--- src/rtl/regfile_wb_arbiter_pkg.sv ---
// Shared types and widths for the register-file write-port arbiter.
package regfile_arb_pkg;

  localparam int unsigned REG_AW = 5;
  localparam int unsigned DATA_W = 32;
  localparam int unsigned NREG   = 32;
  localparam int unsigned STAT_W = 16;

  typedef struct packed {
    logic [REG_AW-1:0] addr;
    logic [DATA_W-1:0] data;
  } wr_req_t;

endpackage

--- src/rtl/regfile_wb_arbiter_if.sv ---
// Bundle of WB, mult/div, hazard and register-file write-port signals.
// master: pipeline side (drives requests); slave: the arbiter.
interface regfile_wb_arbiter_if;
  import regfile_arb_pkg::*;

  logic              wb_we;
  logic [REG_AW-1:0] wb_addr;
  logic [DATA_W-1:0] wb_data;
  logic              md_issue;
  logic [REG_AW-1:0] md_issue_addr;
  logic              md_valid;
  logic [REG_AW-1:0] md_addr;
  logic [DATA_W-1:0] md_data;
  logic              md_ready;
  logic [REG_AW-1:0] ra_1;
  logic [REG_AW-1:0] ra_2;
  logic              id_we;
  logic [REG_AW-1:0] id_wa;
  logic              stall;
  logic              wb_hold;
  logic              write_enable;
  logic [REG_AW-1:0] write_address;
  logic [DATA_W-1:0] write_data;

  modport master (
    output wb_we, wb_addr, wb_data,
    output md_issue, md_issue_addr, md_valid, md_addr, md_data,
    output ra_1, ra_2, id_we, id_wa,
    input  md_ready, stall, wb_hold,
    input  write_enable, write_address, write_data
  );

  modport slave (
    input  wb_we, wb_addr, wb_data,
    input  md_issue, md_issue_addr, md_valid, md_addr, md_data,
    input  ra_1, ra_2, id_we, id_wa,
    output md_ready, stall, wb_hold,
    output write_enable, write_address, write_data
  );

endinterface

--- src/rtl/regfile_wb_arbiter_fifo.sv ---
// wb_result_fifo: DEPTH-entry synchronous FIFO of mult/div results.
// Push while full and pop while empty are ignored; pointers wrap modulo DEPTH.
module wb_result_fifo
  import regfile_arb_pkg::*;
#(
  parameter int unsigned DEPTH = 2
) (
  input  logic                         clk,
  input  logic                         rst_n,
  input  logic                         push,
  input  wr_req_t                      push_data,
  input  logic                         pop,
  output wr_req_t                      head,
  output logic [$clog2(DEPTH+1)-1:0]   count,
  output logic                         full,
  output logic                         empty
);

  localparam int unsigned PW = $clog2(DEPTH);
  localparam int unsigned CW = $clog2(DEPTH+1);

  wr_req_t         mem [DEPTH];
  logic [PW-1:0]   wr_ptr;
  logic [PW-1:0]   rd_ptr;
  logic            do_push;
  logic            do_pop;

  assign full    = (count == CW'(DEPTH));
  assign empty   = (count == '0);
  assign do_push = push && !full;
  assign do_pop  = pop && !empty;
  assign head    = mem[rd_ptr];

  // Storage write; contents need no reset since count gates visibility.
  always_ff @(posedge clk) begin
    if (do_push) mem[wr_ptr] <= push_data;
  end

  // Pointer and occupancy update.
  always_ff @(posedge clk or negedge rst_n) begin
    if (!rst_n) begin
      wr_ptr <= '0;
      rd_ptr <= '0;
      count  <= '0;
    end else begin
      if (do_push) wr_ptr <= (wr_ptr == PW'(DEPTH-1)) ? '0 : wr_ptr + 1'b1;
      if (do_pop)  rd_ptr <= (rd_ptr == PW'(DEPTH-1)) ? '0 : rd_ptr + 1'b1;
      case ({do_push, do_pop})
        2'b10:   count <= count + 1'b1;
        2'b01:   count <= count - 1'b1;
        default: count <= count;
      endcase
    end
  end

endmodule

--- src/rtl/regfile_wb_arbiter.sv ---
// regfile_wb_arbiter: shares the register-file write port between the WB
// stage (priority) and buffered mult/div results, with a starvation guard
// and a pending-destination scoreboard for decode hazards.
// Optional: define REGFILE_ARB_STATS_EN for stat_conflicts/stat_holds.
module regfile_wb_arbiter
  import regfile_arb_pkg::*;
#(
  parameter int unsigned DEPTH        = 2,
  parameter int unsigned STARVE_LIMIT = 4
) (
  input  logic                 clk,
  input  logic                 rst_n,
  regfile_wb_arbiter_if.slave  bus
`ifdef REGFILE_ARB_STATS_EN
  ,
  output logic [STAT_W-1:0]    stat_conflicts,
  output logic [STAT_W-1:0]    stat_holds
`endif
);

  localparam int unsigned CW = $clog2(DEPTH+1);

  wr_req_t         fifo_head;
  wr_req_t         fifo_in;
  logic [CW-1:0]   fifo_count;
  logic            fifo_full;
  logic            fifo_empty;
  logic            fifo_push;
  logic            wb_grant;
  logic            fifo_grant;
  logic            wb_hold_q;
  logic [3:0]      starve_cnt;
  logic [NREG-1:0] pending;
  logic [NREG-1:0] pending_nxt;

  assign fifo_in.addr = bus.md_addr;
  assign fifo_in.data = bus.md_data;
  assign bus.md_ready = (fifo_count < CW'(DEPTH));
  assign fifo_push    = bus.md_valid && !fifo_full;
  assign wb_grant     = bus.wb_we && !wb_hold_q;
  assign fifo_grant   = !wb_grant && !fifo_empty;
  assign bus.wb_hold  = wb_hold_q;

  wb_result_fifo #(.DEPTH(DEPTH)) u_fifo (
    .clk       (clk),
    .rst_n     (rst_n),
    .push      (fifo_push),
    .push_data (fifo_in),
    .pop       (fifo_grant),
    .head      (fifo_head),
    .count     (fifo_count),
    .full      (fifo_full),
    .empty     (fifo_empty)
  );

  // Write-port mux; r0 targets are granted the cycle but never enabled.
  always_comb begin
    bus.write_enable  = 1'b0;
    bus.write_address = '0;
    bus.write_data    = '0;
    if (wb_grant) begin
      if (bus.wb_addr != '0) begin
        bus.write_enable  = 1'b1;
        bus.write_address = bus.wb_addr;
        bus.write_data    = bus.wb_data;
      end
    end else if (fifo_grant) begin
      if (fifo_head.addr != '0) begin
        bus.write_enable  = 1'b1;
        bus.write_address = fifo_head.addr;
        bus.write_data    = fifo_head.data;
      end
    end
  end

  // Scoreboard next state: commit clears, issue sets afterwards so set wins.
  always_comb begin
    pending_nxt = pending;
    if (fifo_grant) pending_nxt[fifo_head.addr] = 1'b0;
    if (bus.md_issue && (bus.md_issue_addr != '0)) pending_nxt[bus.md_issue_addr] = 1'b1;
    pending_nxt[0] = 1'b0;
  end

  // Scoreboard register.
  always_ff @(posedge clk or negedge rst_n) begin
    if (!rst_n) pending <= '0;
    else        pending <= pending_nxt;
  end

  assign bus.stall = pending[bus.ra_1] | pending[bus.ra_2] | (bus.id_we & pending[bus.id_wa]);

  // Starvation guard: the edge that would bring the count to STARVE_LIMIT
  // raises wb_hold for the next cycle and clears the count instead.
  always_ff @(posedge clk or negedge rst_n) begin
    if (!rst_n) begin
      starve_cnt <= '0;
      wb_hold_q  <= 1'b0;
    end else begin
      wb_hold_q <= 1'b0;
      if (fifo_empty || fifo_grant) begin
        starve_cnt <= '0;
      end else if (wb_grant) begin
        if (starve_cnt == 4'(STARVE_LIMIT - 1)) begin
          starve_cnt <= '0;
          wb_hold_q  <= 1'b1;
        end else begin
          starve_cnt <= starve_cnt + 1'b1;
        end
      end
    end
  end

`ifdef REGFILE_ARB_STATS_EN
  // Saturating conflict and hold counters.
  always_ff @(posedge clk or negedge rst_n) begin
    if (!rst_n) begin
      stat_conflicts <= '0;
      stat_holds     <= '0;
    end else begin
      if (bus.wb_we && !fifo_empty && (stat_conflicts != '1)) stat_conflicts <= stat_conflicts + 1'b1;
      if (wb_hold_q && (stat_holds != '1))                    stat_holds     <= stat_holds + 1'b1;
    end
  end
`endif

endmodule

--- src/flat_wrapper.sv ---
// flat-port wrapper written by rule: the top's interface ports become plain ports
module regfile_wb_arbiter_flat import regfile_arb_pkg::*;
#(
  parameter int unsigned DEPTH        = 2,
  parameter int unsigned STARVE_LIMIT = 4
)
  (clk, rst_n, bus_wb_we, bus_wb_addr, bus_wb_data, bus_md_issue, bus_md_issue_addr, bus_md_valid, bus_md_addr, bus_md_data, bus_ra_1, bus_ra_2, bus_id_we, bus_id_wa, bus_md_ready, bus_stall, bus_wb_hold, bus_write_enable, bus_write_address, bus_write_data);
  regfile_wb_arbiter_if bus_i ();
  input  logic clk;
  input  logic rst_n;
  input wire logic [$bits(bus_i.wb_we)-1:0] bus_wb_we;
  input wire logic [$bits(bus_i.wb_addr)-1:0] bus_wb_addr;
  input wire logic [$bits(bus_i.wb_data)-1:0] bus_wb_data;
  input wire logic [$bits(bus_i.md_issue)-1:0] bus_md_issue;
  input wire logic [$bits(bus_i.md_issue_addr)-1:0] bus_md_issue_addr;
  input wire logic [$bits(bus_i.md_valid)-1:0] bus_md_valid;
  input wire logic [$bits(bus_i.md_addr)-1:0] bus_md_addr;
  input wire logic [$bits(bus_i.md_data)-1:0] bus_md_data;
  input wire logic [$bits(bus_i.ra_1)-1:0] bus_ra_1;
  input wire logic [$bits(bus_i.ra_2)-1:0] bus_ra_2;
  input wire logic [$bits(bus_i.id_we)-1:0] bus_id_we;
  input wire logic [$bits(bus_i.id_wa)-1:0] bus_id_wa;
  output wire logic [$bits(bus_i.md_ready)-1:0] bus_md_ready;
  output wire logic [$bits(bus_i.stall)-1:0] bus_stall;
  output wire logic [$bits(bus_i.wb_hold)-1:0] bus_wb_hold;
  output wire logic [$bits(bus_i.write_enable)-1:0] bus_write_enable;
  output wire logic [$bits(bus_i.write_address)-1:0] bus_write_address;
  output wire logic [$bits(bus_i.write_data)-1:0] bus_write_data;
  assign bus_i.wb_we = bus_wb_we;
  assign bus_i.wb_addr = bus_wb_addr;
  assign bus_i.wb_data = bus_wb_data;
  assign bus_i.md_issue = bus_md_issue;
  assign bus_i.md_issue_addr = bus_md_issue_addr;
  assign bus_i.md_valid = bus_md_valid;
  assign bus_i.md_addr = bus_md_addr;
  assign bus_i.md_data = bus_md_data;
  assign bus_i.ra_1 = bus_ra_1;
  assign bus_i.ra_2 = bus_ra_2;
  assign bus_i.id_we = bus_id_we;
  assign bus_i.id_wa = bus_id_wa;
  assign bus_md_ready = bus_i.md_ready;
  assign bus_stall = bus_i.stall;
  assign bus_wb_hold = bus_i.wb_hold;
  assign bus_write_enable = bus_i.write_enable;
  assign bus_write_address = bus_i.write_address;
  assign bus_write_data = bus_i.write_data;
  regfile_wb_arbiter #(.DEPTH(DEPTH), .STARVE_LIMIT(STARVE_LIMIT)) u_core (.clk(clk), .rst_n(rst_n), .bus(bus_i));
endmodule
--- config.mk ---
export PLATFORM = sky130hd
export DESIGN_NAME = regfile_wb_arbiter_flat
export DESIGN_NICKNAME = d
export VERILOG_FILES = /design/src/rtl/regfile_wb_arbiter_pkg.sv /design/src/rtl/regfile_wb_arbiter_if.sv /design/src/rtl/regfile_wb_arbiter_fifo.sv /design/src/rtl/regfile_wb_arbiter.sv /design/src/flat_wrapper.sv
export SDC_FILE = /design/constraint.sdc
export NUM_CORES = 1
export LEC_CHECK = 0
export ABC_AREA = 1
export CORE_UTILIZATION = 35
export CTS_CLUSTER_SIZE = 20
export DETAILED_ROUTE_END_ITERATION = 10
export GPL_ROUTABILITY_DRIVEN = 0
export HOLD_SLACK_MARGIN = 0.02
export PLACE_DENSITY_LB_ADDON = 0.25
export SKIP_LAST_GASP = 1
export SYNTH_ARGS = -nofsm -noshare
export SYNTH_HDL_FRONTEND = slang
export SYNTH_HIERARCHICAL = 1
export SYNTH_SLANG_ARGS = --single-unit
--- constraint.sdc ---
create_clock -name clk -period 3.4 [get_ports clk]
set_input_delay 0.68 -clock clk [delete_from_list [all_inputs] [get_ports clk]]
set_output_delay 0.68 -clock clk [all_outputs]
set_load 0.02 [all_outputs]
Yosys cells after proc, flatten, opt, wreduce, memory -nomap -nowiden
Memories as Yosys holds them, arrays and structs flattened.
Index checks and enable logic that the tools add are counted.
{"block": "word_totals", "reg_bits": 40, "latch_bits": 0, "ram_bits": 74, "mem_bits_ro": 0, "out_inout_bits": 41, "word_cells": 84, "n_memories": 1}
{"name": "u_core.u_fifo.mem", "depth": 2, "word_bits": 37, "rd": 1, "rd_ports_with_merged_regs": 0, "wr": 1, "line_no": "regfile_wb_arbiter_fifo.sv:22", "text": "wr_req_t mem [DEPTH];"}
{"block": "op_classes", "n_addsub": 5, "multipliers": 0, "div_mod_pow": 0, "magnitude_cmp": 8, "n_eq_ne": 4, "shift": 0, "muxes": 35, "n_bitwise": 6, "reduce_logical": 19}
{"op": "$mux 32", "n": 6}
{"op": "$and 32x32->32", "n": 1}
{"op": "$not 32->32", "n": 1}
{"op": "$or 32x32->32", "n": 1}
{"op": "$lt 5x6->1 const B", "n": 5}
{"op": "$mux 5", "n": 4}
{"op": "$mux 1", "n": 16}
{"op": "$bmux 1 s5", "n": 3}
{"op": "$reduce_bool 5->1", "n": 3}
{"op": "$mux 4", "n": 3}
{"op": "$demux 1 s5", "n": 2}
{"op": "$ge 5x1->1 const B", "n": 2}
{"op": "$logic_and 1x1->1", "n": 8}
{"op": "$add 4x1->4 const B", "n": 1}
{"op": "$eq 2x2->1 const B", "n": 2}
{"op": "$eq 4x2->1 const B", "n": 1}
{"op": "$logic_not 1->1", "n": 4}
{"op": "$pmux 2 s2", "n": 1}
{"op": "$reduce_bool 2->1", "n": 2}
{"op": "$add 1x1->1 const B", "n": 2}
{"op": "$add 2x1->2 const B", "n": 1}
{"op": "$eq 2x1->1 const B", "n": 1}
{"op": "$logic_not 2->1", "n": 1}
{"op": "$lt 2x2->1 const B", "n": 1}
{"op": "4 further kinds", "n": 5}

Logic depth before layout (Yosys ltp)
An unclocked memory read counts as a cell.
{"block": "logic_depth", "ltp_word": 10, "depth_mapped": 12, "depth_no_buf": 12}

By module
The synthesis kept the hierarchy.
{"module": "regfile_wb_arbiter", "n_inst": 1, "cells_per_inst": 530, "area_each_um2": 3226.8}
{"module": "wb_result_fifo", "n_inst": 1, "cells_per_inst": 226, "area_each_um2": 2939.1}

Worst setup path after synthesis
Ideal clock, no wire load.
{"block": "synth_timing", "kind": "in2reg", "start": "input port bus_md_valid", "end": "memory u_core/u_fifo/mem[1][0] in the netlist's numbering (enable)", "setup_time_ps": 431, "arrival_time_ps": 2487, "path_slack_ps": 482, "stages": 4, "path_buffers": 0, "cell_sequence": "inv_1 nor2_1 o21ai_1 nor2_1"}
{"block": "synth_via", "elab_chain_cells": 4}
{"item": "start: declaration", "line_no": "flat_wrapper.sv:16", "text": "input wire logic [$bits(bus_i.md_valid)-1:0] bus_md_valid;"}
{"item": "$logic_and 1x1->1", "line_no": "regfile_wb_arbiter.sv:39", "text": "assign fifo_push = bus.md_valid && !fifo_full;"}
{"item": "named net u_core.fifo_push", "line_no": "regfile_wb_arbiter.sv:28", "text": "logic fifo_push;"}
{"item": "$logic_and 1x1->1", "line_no": "regfile_wb_arbiter_fifo.sv:30", "text": "assign do_push = push && !full;"}
{"item": "$mux 1", "line_no": "regfile_wb_arbiter_fifo.sv:36", "text": "if (do_push) mem[wr_ptr] <= push_data;"}
{"item": "$mux 1 (implied by the code)", "line_no": "regfile_wb_arbiter_fifo.sv:36"}
{"item": "end: declaration", "line_no": "regfile_wb_arbiter_fifo.sv:22"}
The timed path passes the listed nets, and every way through them passes these cells.

==> impl_metrics.env <==
export IMPL_stdcell_area_sq_mm=0.00845
export IMPL_end_kind="output port"
export IMPL_cts_buffers=17
export IMPL_cp_start_kind="register"
export IMPL_ant_nets=0
export IMPL_cp_cell_sequence="buf_4 -> nand2_1 -> nand2_1 -> nor2_2 -> nand2_2 -> o31ai_4 -> buf_12 -> o22ai_1 -> clkdlybuf4s50_1"
export IMPL_yosysTopAreaCellShare_pct=36.0
export IMPL_rows=48
export IMPL_fin_crit_sh_pct=98.7
export IMPL_drc=0
export IMPL_antenna_found_initial=1
export IMPL_synth_distinct_cells=32
export IMPL_fin_cells=1141
export IMPL_first_pass_iters=5
export IMPL_p_leak_nw=3.87
export IMPL_post_drt_wl_per_cell_um=14.1
export IMPL_crit_arrival_ns=2.68
export IMPL_dp_cells=1108
export IMPL_syn_area_sq_mm=0.00617
export IMPL_ys_seq_area_share_pct=52.3
export IMPL_yosysTopAreaCell="edfxtp_1"
export IMPL_ys_seq_elements=114
export IMPL_clkSinkCount=114
export IMPL_synth_top_flop_cell="edfxtp_1"
export IMPL_start_util_pct=35.8
export IMPL_syn_avg_cell_area_sq_um=8.16
export IMPL_synth_area_leaders="edfxtp_1, dfrtp_1, nand2_1"
export IMPL_drive_gt1_share_pct=6.78
export IMPL_hold_path_class="input port to async pin"
export IMPL_power_frac_seq_pct=34.5
export IMPL_maxUsedRoutingLayer="met4"
export IMPL_power_switching_share_pct=37.5
export IMPL_hold_ws_ns=0.404
export IMPL_h_tree_depth=4
export IMPL_p_comb_share_pct=37.8
export IMPL_syn_inst=756
export IMPL_fin_skew_ns=0.00712
export IMPL_syn_nets=858
export IMPL_dp_hpwl_um=11700
export IMPL_totalPowerFinal_mw=6.42
export IMPL_p_sw_mw=2.41
export IMPL_grt_pass1_wl_um=25500
export IMPL_finalMaxSlewViolations=0
export IMPL_areaGrowthSynthToFinish_pct=37.0
export IMPL_grt_total_usage_pct=18.4
export IMPL_coreArea_sq_mm=0.0172
export IMPL_layout_min_cycle_time_ns=3.36
export IMPL_routed_via_count=5430
export IMPL_drt_total_wl_um=16100
export IMPL_chipHeight_um=135
export IMPL_grt_pass1_vias=5123
export IMPL_place_area_sq_mm=0.00782
export IMPL_clock_path_buffers=2
export IMPL_worstMarginPinSlew_ns=0.915
export IMPL_crit_buf_inv=3
export IMPL_cp_max_fo=33
export IMPL_clock_latency_ns=0.42
export IMPL_path_class="register to output port"
export IMPL_max_cap_violations=0
export IMPL_relSlewSlack_pct=39.0
export IMPL_io_buffers=140
export IMPL_regToRegSetupSlack_ns=1.53
export IMPL_die_x_um=135
export IMPL_path_clk_slew_ns=0.05
export IMPL_intPower_mw=4.01
export IMPL_max_stage_delay_ns=0.55
export IMPL_cp_data_required_time_ns=2.72
export IMPL_yosys_top_cells_count="nand2_1, inv_1, nand3_1, edfxtp_1, o21ai_0"
export IMPL_die_area_sq_mm=0.0182
export IMPL_status="completed"
export IMPL_drt_met1_wl_um=7360
export IMPL_cp_common_cell="nand2_1"
export IMPL_grt_max_degree=41
export IMPL_path_delay_family="buffers and inverters"
export IMPL_pin_count=141
export IMPL_slowest_stage="clkdlybuf4s50_1"
export IMPL_nNetsFinal=1004
export IMPL_async_flop_share_pct=35.1
export IMPL_rsz0062_at_grt="true"
export IMPL_clockPowerShare_pct=27.7
export IMPL_setup_viol=0
export IMPL_wl_met2_um=7500
export IMPL_synth_most_common_cell="nand2_1"
export IMPL_grt_ovfl_total=0
export IMPL_clock_fmax_mhz=298
export IMPL_drt_iter0_markers=341
export IMPL_powerDensity_mw_per_mm2=760
export IMPL_vdd_ir_drop_max_mv=0.528
export IMPL_cts_root_buffer="clkbuf_16"
export IMPL_dr_wl_met3_um=978
export IMPL_hold_viol=0
export IMPL_cts_tree="built"
export IMPL_yosys_warnings=6
export IMPL_synth_edf_count=74
export IMPL_via_per_inst=4.76
export IMPL_final_core_util_pct=49.0
-- final cells by class --
type / count / area, sq um
fill: 1669 / 8790
sequential: 114 / 3220
multi-input combinational: 469 / 2220
timing repair buffer: 154 / 1580
inverter: 146 / 551
clock buffer: 19 / 433
tap: 225 / 282
clock inverter: 13 / 160
antenna: 1 / 2.50
-- per-stage QoR --
stage	setup TNS [ns]	worst slack (ns)
2_1_floorplan	0	0.482
4_1_cts	0	0.00393
3_5_place_dp	0	0.149
3_3_place_gp	0	0.123
5_1_grt	-2.11	-0.112
6_report	0	0.0428
-- final timing paths --
path                            depth (start not counted)              endpoint            startpoint
worst max register to register                          7     u_core/pending[6]  u_core/u_fifo/rd_ptr
max in group asynchronous                               1  u_core/u_fifo/rd_ptr                 rst_n
worst max-delay path                                    9    bus_write_data[20]  u_core/u_fifo/rd_ptr
min in group clk                                        1  u_core/starve_cnt[0]  u_core/starve_cnt[0]
worst min register to register                          1  u_core/starve_cnt[0]  u_core/starve_cnt[0]
worst min-delay path                                    1    u_core/pending[15]                 rst_n
-- placed cells by master (no fill, tap or decap), drive strengths merged, types with 12 or more instances in the layout --
cell type	count
o21ai	58
edfxtp	74
nand2	230
o22ai	38
nor3	12
clkdlybuf4s50	129
inv	148
dfrtp	40
clkbuf	19
nor2	16
nand3	94
buf	15
-- timing repair --
action,in CTS,in global routing
buffers inserted,0,0
pin swaps,0,0
gates resized for setup,1,13
hold buffers,0,0
cloned,0,0
setup endpoints to repair,33,34
-- state kept, by name, indices dropped and copies added (netlist names) --
register / flops
u_core/bus.wb_hold: 1
u_core/pending: 31
u_core/starve_cnt: 4
u_core/u_fifo/count: 2
u_core/u_fifo/mem: 74
u_core/u_fifo/rd_ptr: 1
u_core/u_fifo/wr_ptr: 1
-- routing by layer --
layer	track usage, %	vias to the layer above
li1	-	2761
met2	29.4	160
met4	7.37	0
met1	24.1	2489
met3	4.47	20
met5	0	-
-- cells by family (layout without fill, tap and decap cells) --
family | Yosys count | count (layout) | share of synthesized area [%]
buf+inv | 173 | 332 | 12.0
other cells | 0 | 1 | 0
simple gates | 358 | 358 | 24.6
xor+xnor | 3 | 3 | 0.426
compound gates | 106 | 106 | 10.3
flops | 114 | 114 | 52.3
fa+ha+maj | 2 | 2 | 0.406
-- power by group through the flow --
| stage | clock network, mW | logic [mW] | registers, mW |
|---|---|---|---|
| after detailed placement | 0 | 2.45 | 2.23 |
| after floorplan | 0 | 1.65 | 2.13 |
| after CTS | 1.80 | 2.46 | 2.20 |
| final | 1.78 | 2.43 | 2.21 |
| after global placement | 0 | 2.44 | 2.22 |
| after global routing | 1.87 | 2.73 | 2.27 |
Note: power is estimated with default switching activity, not from simulation.
